File: config.mk
export PLATFORM = sky130hd
export DESIGN_NAME = stream_mux_rr
export DESIGN_NICKNAME = d
export VERILOG_FILES = /design/src/rtl/stream_mux_pkg.sv /design/src/rtl/rr_arbiter.sv /design/src/rtl/stream_mux_rr.sv
export SDC_FILE = /design/constraint.sdc
export NUM_CORES = 1
export LEC_CHECK = 0
export BUFFER_PORTS_ARGS = -buffer_cell sky130_fd_sc_hd__buf_2
export CAP_MARGIN = 5
export CORE_MARGIN = 4
export CORE_UTILIZATION = 49
export DETAILED_ROUTE_END_ITERATION = 12
export GPL_TIMING_DRIVEN = 1
export PLACE_DENSITY = 0.95
export SLEW_MARGIN = 20
export SYNTH_ARGS = -nofsm -noshare
export SYNTH_HDL_FRONTEND = slang
export SYNTH_HIERARCHICAL = 1
export SYNTH_SLANG_ARGS = --single-unit
File: constraint.sdc
create_clock -name i_clk -period 4.4 [get_ports i_clk]
set_input_delay 0.88 -clock i_clk [delete_from_list [all_inputs] [get_ports i_clk]]
set_output_delay 0.88 -clock i_clk [all_outputs]
set_load 0.005 [all_outputs]
File: src/rtl/stream_mux_pkg.sv
// Shared constants and helpers for the round-robin stream multiplexer.
package stream_mux_pkg;

  localparam int unsigned MODE_FIXED = 0;
  localparam int unsigned MODE_RR    = 1;

  // Ceiling log2. The minimum legal channel count is 2, so the result is always at least 1.
  function automatic int unsigned clog2(input int unsigned value);
    int unsigned r;
    int unsigned v;
    r = 0;
    v = value - 1;
    while (v > 0) begin
      r++;
      v = v >> 1;
    end
    return r;
  endfunction

endpackage

File: src/rtl/rr_arbiter.sv
// Combinational grant selection: fixed priority, or round-robin starting at i_ptr,
// with a forced-channel override.
module rr_arbiter
  import stream_mux_pkg::*;
#(
  parameter int unsigned CH   = 4,
  parameter int unsigned MODE = MODE_RR,
  localparam int unsigned SELW = clog2(CH)
) (
  input  logic [CH-1:0]   i_valid,
  input  logic [SELW-1:0] i_ptr,
  input  logic            i_force_en,
  input  logic [SELW-1:0] i_force_sel,
  output logic [CH-1:0]   o_grant,
  output logic [SELW-1:0] o_idx,
  output logic            o_any
);

  logic [CH-1:0] w_upper;
  logic [CH-1:0] w_pool;

  // Requests at or above the pointer go first; if none exist, wrap to the full set.
  always_comb begin
    w_upper = '0;
    for (int unsigned i = 0; i < CH; i++) begin
      w_upper[i] = i_valid[i] && (SELW'(i) >= i_ptr);
    end
    if (MODE == MODE_FIXED) begin
      w_pool = i_valid;
    end else begin
      w_pool = (|w_upper) ? w_upper : i_valid;
    end
  end

  always_comb begin
    o_grant = '0;
    o_idx   = '0;
    o_any   = 1'b0;
    if (i_force_en) begin
      // Out-of-range force_sel never matches any channel, so it yields no grant.
      for (int unsigned i = 0; i < CH; i++) begin
        if (i_force_sel == SELW'(i) && i_valid[i]) begin
          o_grant[i] = 1'b1;
          o_idx      = SELW'(i);
          o_any      = 1'b1;
        end
      end
    end else begin
      for (int unsigned i = 0; i < CH; i++) begin
        if (!o_any && w_pool[i]) begin
          o_grant[i] = 1'b1;
          o_idx      = SELW'(i);
          o_any      = 1'b1;
        end
      end
    end
  end

endmodule

File: src/rtl/stream_mux_rr.sv
// CH-to-1 stream multiplexer with a registered output stage and round-robin pointer.
module stream_mux_rr
  import stream_mux_pkg::*;
#(
  parameter int unsigned N    = 8,
  parameter int unsigned CH   = 4,
  parameter int unsigned MODE = MODE_RR,
  localparam int unsigned SELW = clog2(CH)
) (
  input  logic            i_clk,
  input  logic            i_rst_n,
  input  logic [CH*N-1:0] i_in_data,
  input  logic [CH-1:0]   i_in_valid,
  output logic [CH-1:0]   o_in_ready,
  input  logic            i_force_en,
  input  logic [SELW-1:0] i_force_sel,
  output logic [N-1:0]    o_out_data,
  output logic [SELW-1:0] o_out_sel,
  output logic            o_out_valid,
  input  logic            i_out_ready
);

  logic            w_load_en;
  logic [CH-1:0]   w_grant;
  logic [SELW-1:0] w_idx;
  logic            w_any;
  logic [N-1:0]    w_data;
  logic [SELW-1:0] w_ptr_nxt;

  logic [N-1:0]    r_data;
  logic [SELW-1:0] r_sel;
  logic [SELW-1:0] r_ptr;
  logic            r_valid;

  assign w_load_en = !r_valid || i_out_ready;
  // Gated by reset so no handshake can be signalled while the block is held in reset.
  assign o_in_ready = (i_rst_n && w_load_en) ? w_grant : '0;

  rr_arbiter #(
    .CH   (CH),
    .MODE (MODE)
  ) u_arb (
    .i_valid     (i_in_valid),
    .i_ptr       (r_ptr),
    .i_force_en  (i_force_en),
    .i_force_sel (i_force_sel),
    .o_grant     (w_grant),
    .o_idx       (w_idx),
    .o_any       (w_any)
  );

  always_comb begin
    w_data = '0;
    for (int unsigned i = 0; i < CH; i++) begin
      if (w_grant[i]) begin
        w_data = i_in_data[i*N +: N];
      end
    end
  end

  always_comb begin
    w_ptr_nxt = w_idx + SELW'(1);
    if (w_idx == SELW'(CH - 1)) begin
      w_ptr_nxt = '0;
    end
  end

  always_ff @(posedge i_clk or negedge i_rst_n) begin
    if (!i_rst_n) begin
      r_data  <= '0;
      r_sel   <= '0;
      r_ptr   <= '0;
      r_valid <= 1'b0;
    end else if (w_load_en) begin
      if (w_any) begin
        r_data  <= w_data;
        r_sel   <= w_idx;
        r_valid <= 1'b1;
        if (MODE == MODE_RR && !i_force_en) begin
          r_ptr <= w_ptr_nxt;
        end
      end else begin
        r_valid <= 1'b0;
      end
    end
  end

  assign o_out_data  = r_data;
  assign o_out_sel   = r_sel;
  assign o_out_valid = r_valid;

endmodule

==> results of run 1 <==
[synthesized netlist by cell type (2+ instances only)]
master | number | share of area (%)
a21oi_1 | 11 | 4.9
a221oi_2 | 8 | 11
and3_1 | 3 | 1.7
buf_2 | 2 | 0.89
buf_4 | 2 | 1.3
buf_6 | 3 | 3.0
dfrtp_1 | 13 | 29
inv_1 | 12 | 4.0
mux2_2 | 2 | 2.0
mux2_4 | 2 | 2.7
nand2_1 | 10 | 3.3
nand2b_1 | 2 | 1.1
nand3_1 | 10 | 4.4
nand3b_1 | 8 | 5.3
nand4b_1 | 2 | 1.6
nor2_1 | 7 | 2.3
o21ai_0 | 3 | 1.3
o221ai_1 | 2 | 1.6
o22a_1 | 8 | 6.2
[registers in the layout, indices dropped and copies added, names as in the netlist]
signal and flops:
r_ptr 2, o_out_valid 1, o_out_sel 2, o_out_data 8
[cells by family after synthesis]
kind of cell / after synthesis
adder cells (fa/ha/maj): 1
AND/OR/NAND/NOR: 48
flip-flops: 13
multiplexers: 5
AO/OA/AOI/OAI: 38
buffers and inverters: 21
[stage by stage]
step	total power [W]	worst slack, ns	hold slack [ns]	cells	util, %
finish	0.000521	1.37	0.500	208	65.0
global route	0.000560	1.23	0.516	208	65.0
global placement	0.000434	1.45	0.490	204	63.8
CTS	0.000525	1.39	0.500	208	65.0
detailed placement	0.000451	1.40	0.499	204	63.8
floorplan	0.000364	1.56	0.505	126	-
[layout make-up]
class                   instances  area, um2  area share [%]
multi-input cells              92        689            48.4
well taps                      28       35.0            2.46
repair buffers                 59        303            21.3
flip-flops and latches         13        325            22.8
inverters                      12       45.0            3.16
clock buffers                   4       26.3            1.85
[routing by layer]
metal	share of wire [%]	up-vias	wire length, um	GRT usage [%]
met3	13	6	397	7.19
met4	0.75	0	23	3.39
met5	0	-	0	0
li1	-	573	-	-
met1	38	570	1160	23.7
met2	49	82	1500	32.4
[report_power, final]
part           leakage, nW  switching (W)  total (W)  internal, W
logic                0.543       0.000123   0.000257     0.000134
clock network       0.0150      0.0000372  0.0000723    0.0000351
registers            0.152      0.0000339   0.000191     0.000158
[path summary, 6_finish.rpt]
kind / from / endpoint / slack [ns] / cells after the start
hold / removal: i_rst_n / o_out_data[1] / 0.50 / 1
min in group i_clk: o_out_data[7] / o_out_data[7] / 0.52 / 1
hold reg to reg: o_out_data[7] / o_out_data[7] / 0.52 / 1
max in group asynchronous: i_rst_n / r_ptr[0] / 3.65 / 1
setup reg to reg: r_ptr[1] / r_ptr[1] / 2.31 / 6
setup / recovery: i_in_valid[1] / o_in_ready[0] / 1.37 / 7
==> flow_metrics.tcl, run 1 <==
set metrics [dict create \
    n_fill_cell 186 \
    cp_data_arrival_time_ns 2.15 \
    nNetsFinal 224 \
    avgSynthCellArea_um2 8.95 \
    drv_cap 0 \
    fin_tns_setup_ns 0 \
    postSynth.asyncResetShare_pct 100 \
    cp-start-kind "input port" \
    setup_viol_count_final 0 \
    path_buf_inv 2 \
    grt_first_pass_wirelength_mm 4.92 \
    grt_overflow_total 0 \
    criticalPathCategory "input port to output pin" \
    synthAdderAreaFrac_pct 1.11 \
    chipWidth_um 56.0 \
    final_common_cell "buf_2" \
    dp_hpwl_mm 2.41 \
    synth_cell_types 35 \
    stdcell_area_um2 1420 \
    synth_top_family_by_area "compound AO/OA/AOI/OAI gates" \
    relSlewSlack_pct 49.3 \
    place_congestion 0.995 \
    crit_slowest_cell "a21o_1" \
    core-area_um2 2190 \
    die-area_um2 3130 \
    cts_setup_buffers 0 \
    fmax_mhz 329 \
    p_leak_nw 0.710 \
    cts_hold_buf 0 \
    drive_gt1_share_pct 43.9 \
    finalWorstPathRequiredPeriod_ns 3.03 \
    finalClockSkew_ns 0.00233 \
    place_area_um2 1400 \
    antenna_cells 0 \
    ios 57 \
    p_per_area_nw_per_um2 366 \
    cts_inserted_buffers 3 \
    cp_top_family "compound AO/OA/AOI/OAI gates" \
    yosys-mux-area-fraction_pct 6.66 \
    ant_nets 0 \
    synthCells 126 \
    cp_data_required_time_ns 3.52 \
    drc 0 \
    synthFlopType "dfrtp_1" \
    cpMostUsedCell "buf_2" \
    cp_max_fo 9 \
    cts_root_buffer "clkbuf_4" \
    tightest_slew_ns 0.757 \
    synthXorXnorAreaFrac_pct 0 \
    layout_common_cells "56 x buf_2, 13 x dfrtp_1, 12 x inv_1, 11 x a21oi_1" \
    via_per_inst 5.92 \
    cts_resized 0 \
    ys_warn_count 6 \
    clkLatencyLatePin_ns 0.27 \
    cts-htree-levels 1 \
    timing.critical_path.cells "buf_2, o22ai_1, a21oi_1, nor2_1, a21o_1, and3_1, buf_2" \
    grt_setup_unrepaired "false" \
    routed_wl_mm 3.08 \
    grt_max_degree 18 \
    synth-seq-cells 13 \
    core.rowCount 17 \
    critPathMaxStageDelay_ns 0.35 \
    grt_pass1_vias 1095 \
    final-max-slew-violation-count 0 \
    cts.sinks 13 \
    status "completed" \
    synth-simple-area-share_pct 24.6 \
    grt.total_usage_pct 19.2 \
    vias 1231 \
    clock_path_buffers 2 \
    ir_worst_vdd_mv 0.282 \
    synth-edff-count 0 \
    io_buffer_count 56 \
    min_path_type "input port to asynchronous set/reset pin" \
    seq_area_frac_synth_pct 28.9 \
    drtIter0Drc 61 \
    antenna_found_initial 0 \
    post_synth_instance_area_um2 1130 \
    syn2layout_area_growth_pct 26.3 \
    avgRoutedWirePerCell_um 14.8 \
    clk_pin_slew_ns 0.08 \
    dieHeight_um 56.0 \
    first_pass_iters 4 \
    cts_tree "built" \
    end_kind "output pin" \
    start_util_pct 51.5 \
    syn_nets 169 \
    synth_compound_area_share_pct 28.7 \
    final_hold_viol_count 0 \
    fin_crit_sh_pct 69.0 \
]
(Power assumes the default switching activity.)
==> run 2, diff against run 1 <==
--- a/config.mk
+++ b/config.mk
@@ -5,13 +5,14 @@
 export SDC_FILE = /design/constraint.sdc
 export NUM_CORES = 1
 export LEC_CHECK = 0
+export ABC_AREA = 1
 export BUFFER_PORTS_ARGS = -buffer_cell sky130_fd_sc_hd__buf_2
 export CAP_MARGIN = 5
 export CORE_MARGIN = 4
-export CORE_UTILIZATION = 49
+export CORE_UTILIZATION = 41
 export DETAILED_ROUTE_END_ITERATION = 12
 export GPL_TIMING_DRIVEN = 1
-export PLACE_DENSITY = 0.95
+export PLACE_DENSITY = 0.87
 export SLEW_MARGIN = 20
 export SYNTH_ARGS = -nofsm -noshare
 export SYNTH_HDL_FRONTEND = slang
==> constraint.sdc (replaced) <==
create_clock -name i_clk -period 2.5 [get_ports i_clk]
set_input_delay 0.5 -clock i_clk [delete_from_list [all_inputs] [get_ports i_clk]]
set_output_delay 0.5 -clock i_clk [all_outputs]
set_load 0.005 [all_outputs]
==> run 2 against run 1 <==
  * Register-to-register slack lost 1.5 ns
  * Area after synthesis is the same
  * Non-clock buffer count grew 1
  * Flip-flop and latch count is the same
  * Wire length shrank 5.8%
  * Setup slack lost 1.1 ns
  * Worst hold slack lost 0.32 ns
  * Critical endpoint is now o_in_ready[3]
  * Largest cell class unchanged
==> flow_metrics.tcl, run 2 <==
set metrics [dict create \
    final_hold_viol_count 0 \
    grt_setup_unrepaired "false" \
    cp_max_fo 9 \
    status "completed" \
    switchingPower_w 0.000365 \
    avgRoutedWirePerCell_um 10.7 \
    reg2regPathDepth 12 \
    post_synth_instance_area_um2 1130 \
    pwr-share-clk_pct 14.0 \
    r2r_slack_ns 0.78 \
    syn2layout_area_growth_pct 28.6 \
    ant_nets 0 \
    p_seq_share_pct 36.6 \
    p_per_area_nw_per_um2 611 \
    grt_first_pass_wirelength_mm 4.62 \
    synthCells 182 \
    n_fill_cell 266 \
    critical_path.reg2reg.startpoint "r_ptr[1]" \
    synth_cell_types 22 \
    core-area_um2 2540 \
    ys_top_cells_by_count "79 x nand2_1, 18 x nor2_1, 16 x nand3_1" \
    dieHeight_um 60.4 \
    cts_tree "built" \
    tightest_slew_ns 0.268 \
    cts-htree-levels 1 \
    rr_endpoint "r_ptr[0]" \
    multiInputGateArea_um2 693 \
    grt_overflow_total 0 \
    ios 57 \
    power.internal_w 0.000521 \
    via_per_inst 4.77 \
    synth-seq-cells 13 \
    core.rowCount 18 \
    p_leak_nw 0.897 \
    fmax_mhz 448 \
    ys_warn_count 6 \
    switching_share_pct 41.2 \
    synth_top_area_share_pct 28.9 \
    finalWorstPathRequiredPeriod_ns 2.23 \
    synthFlopType "dfrtp_1" \
    cp_data_required_time_ns 2.00 \
    cts_inserted_buffers 3 \
    cp_data_arrival_time_ns 1.73 \
    criticalPathCategory "register to output pin" \
    start_util_pct 44.3 \
    seq_area_frac_synth_pct 28.9 \
    postSynth.asyncResetShare_pct 100 \
    yosysTopAreaCell "dfrtp_1" \
    final-max-slew-violation-count 0 \
    min_path_type "input port to asynchronous set/reset pin" \
    place_congestion 0.899 \
    yosysMostFrequentCell "nand2_1" \
    p_total_w 0.000886 \
    io_buffer_count 56 \
    first_pass_iters 4 \
    chipWidth_um 60.4 \
    cp-start-kind "register" \
    place_area_um2 1420 \
    comb_power_share_pct 49.5 \
    final_common_cell "nand2_1" \
    cts_root_buffer "clkbuf_4" \
    avgSynthCellArea_um2 6.19 \
    drc 0 \
    drive_gt1_share_pct 36.3 \
    nNetsFinal 284 \
    end_kind "output pin" \
    die-area_um2 3650 \
    cts.sinks 13 \
    relSlewSlack_pct 82.1 \
    synth-edff-count 0 \
    clk_pin_slew_ns 0.08 \
    syn_nets 225 \
    grt.total_usage_pct 16.2 \
    routed_wl_mm 2.90 \
    finalClockSkew_ns 0.00735 \
    drtIter0Drc 93 \
    synth_area_leaders "dfrtp_1 29%, nand2_1 26%, nand3_1 7.1%, nor2_1 6.0%, nor2_2 5.0%" \
    grt_max_degree 23 \
    ir_worst_vdd_mv 0.443 \
    drv_cap 0 \
    clkLatencyLatePin_ns 0.27 \
    grt_pass1_vias 1180 \
    vias 1289 \
    antenna_found_initial 0 \
    largest_reg_flops 8 \
    final-seq-area_um2 325 \
    fin_tns_setup_ns 0 \
    dp_hpwl_mm 2.45 \
    clock_path_buffers 2 \
    stdcell_area_um2 1450 \
    setup_viol_count_final 0 \
    fin_crit_sh_pct 89.3 \
    antenna_cells 0 \
    layout_common_cells "79 x nand2_1, 56 x buf_2, 18 x nor2_1, 16 x nand3_1, 13 x dfrtp_1" \
]
run 2: changes by cell type in the layout (fill, tap and decap cells not counted), moves of 3 or more:
cell      delta
nand2_1     +69
nand3b_1     -8
a21oi_1      -3
nand3_1      +6
nand3_2      +3
nor2_1      +11
nor2_2       +9
inv_2        +5
and3_1       -3
nand4_1      +3
a221oi_2     -8
inv_1        -4
nand2_2      +3
o22a_1       -8
run 2: metrics by stage:
| step | hold slack, ns | std cells | worst slack (ns) | util [%] |
|---|---|---|---|---|
| finish | 0.181 | 270 | 0.267 | 57.0 |
| global placement | 0.453 | 266 | 0.361 | 55.9 |
| detailed placement | 0.454 | 266 | 0.301 | 55.9 |
| CTS | 0.172 | 270 | 0.148 | 57.0 |
| floorplan | 0.204 | 182 | 0.711 | - |
| global route | 0.168 | 270 | 0.0928 | 57.0 |
run 2: worst max-delay path by stage:
stage	from	to	slack, ns	cells past startpoint
finish	r_ptr[1]	o_in_ready[3]	0.27	10
global route	r_ptr[1]	o_in_ready[2]	0.09	10
CTS	r_ptr[1]	o_in_ready[1]	0.15	11
detailed placement	i_in_valid[3]	o_in_ready[1]	0.30	11
global placement	i_in_valid[3]	o_in_ready[1]	0.36	11
floorplan	i_in_valid[3]	o_in_ready[1]	0.71	10
run 2: routing by layer:
layer	GRT usage, %	vias up	part of all wire, %
li1	-	698	-
met1	20.0	542	43
met2	29.5	49	48
met3	4.04	0	9.2
met4	1.86	0	0
met5	0	-	0
run 2: power groups by stage:
| stage | Clock [W] | Combinational, W | Sequential [W] |
|---|---|---|---|
| final | 0.000124 | 0.000438 | 0.000324 |
| after detailed placement | 0 | 0.000442 | 0.000329 |
| after floorplan | 0 | 0.000293 | 0.000331 |
| after global placement | 0 | 0.000435 | 0.000326 |
| after CTS | 0.000131 | 0.000445 | 0.000324 |
| after global routing | 0.000143 | 0.000506 | 0.000332 |
run 2: repair_timing:
action                     4_1_cts  5_1_grt
gates resized for setup          0        1
hold buffers                     0        0
buffers inserted                 0        0
setup endpoints to repair        0        1
run 2: kinds of logic after synthesis:
family | after synthesis | share of synthesized area, %
flip-flops | 13 | 28.9
buffers and inverters | 20 | 9.66
AO/OA/AOI/OAI | 15 | 7.99
adder cells (fa/ha/maj) | 1 | 1.11
AND/OR/NAND/NOR | 133 | 52.4
run 2: critical path, stage by stage, from the launching register on:
cell and delay [ns]:
dfrtp_1 0.45, inv_2 0.10, nand2_2 0.06, nand3_2 0.08
nand2_1 0.06, nand2_2 0.11, nand4_1 0.14, nand2_1 0.13
inv_2 0.09, nor2_1 0.13, buf_2 0.13
run 2: final cells by class:
| type | instances | share of cell area (%) |
|---|---|---|
| clock buffers | 4 | 1.81 |
| well taps | 30 | 2.59 |
| repair buffers | 60 | 21.4 |
| inverters | 14 | 3.97 |
| flip-flops and latches | 13 | 22.4 |
| multi-input cells | 149 | 47.8 |
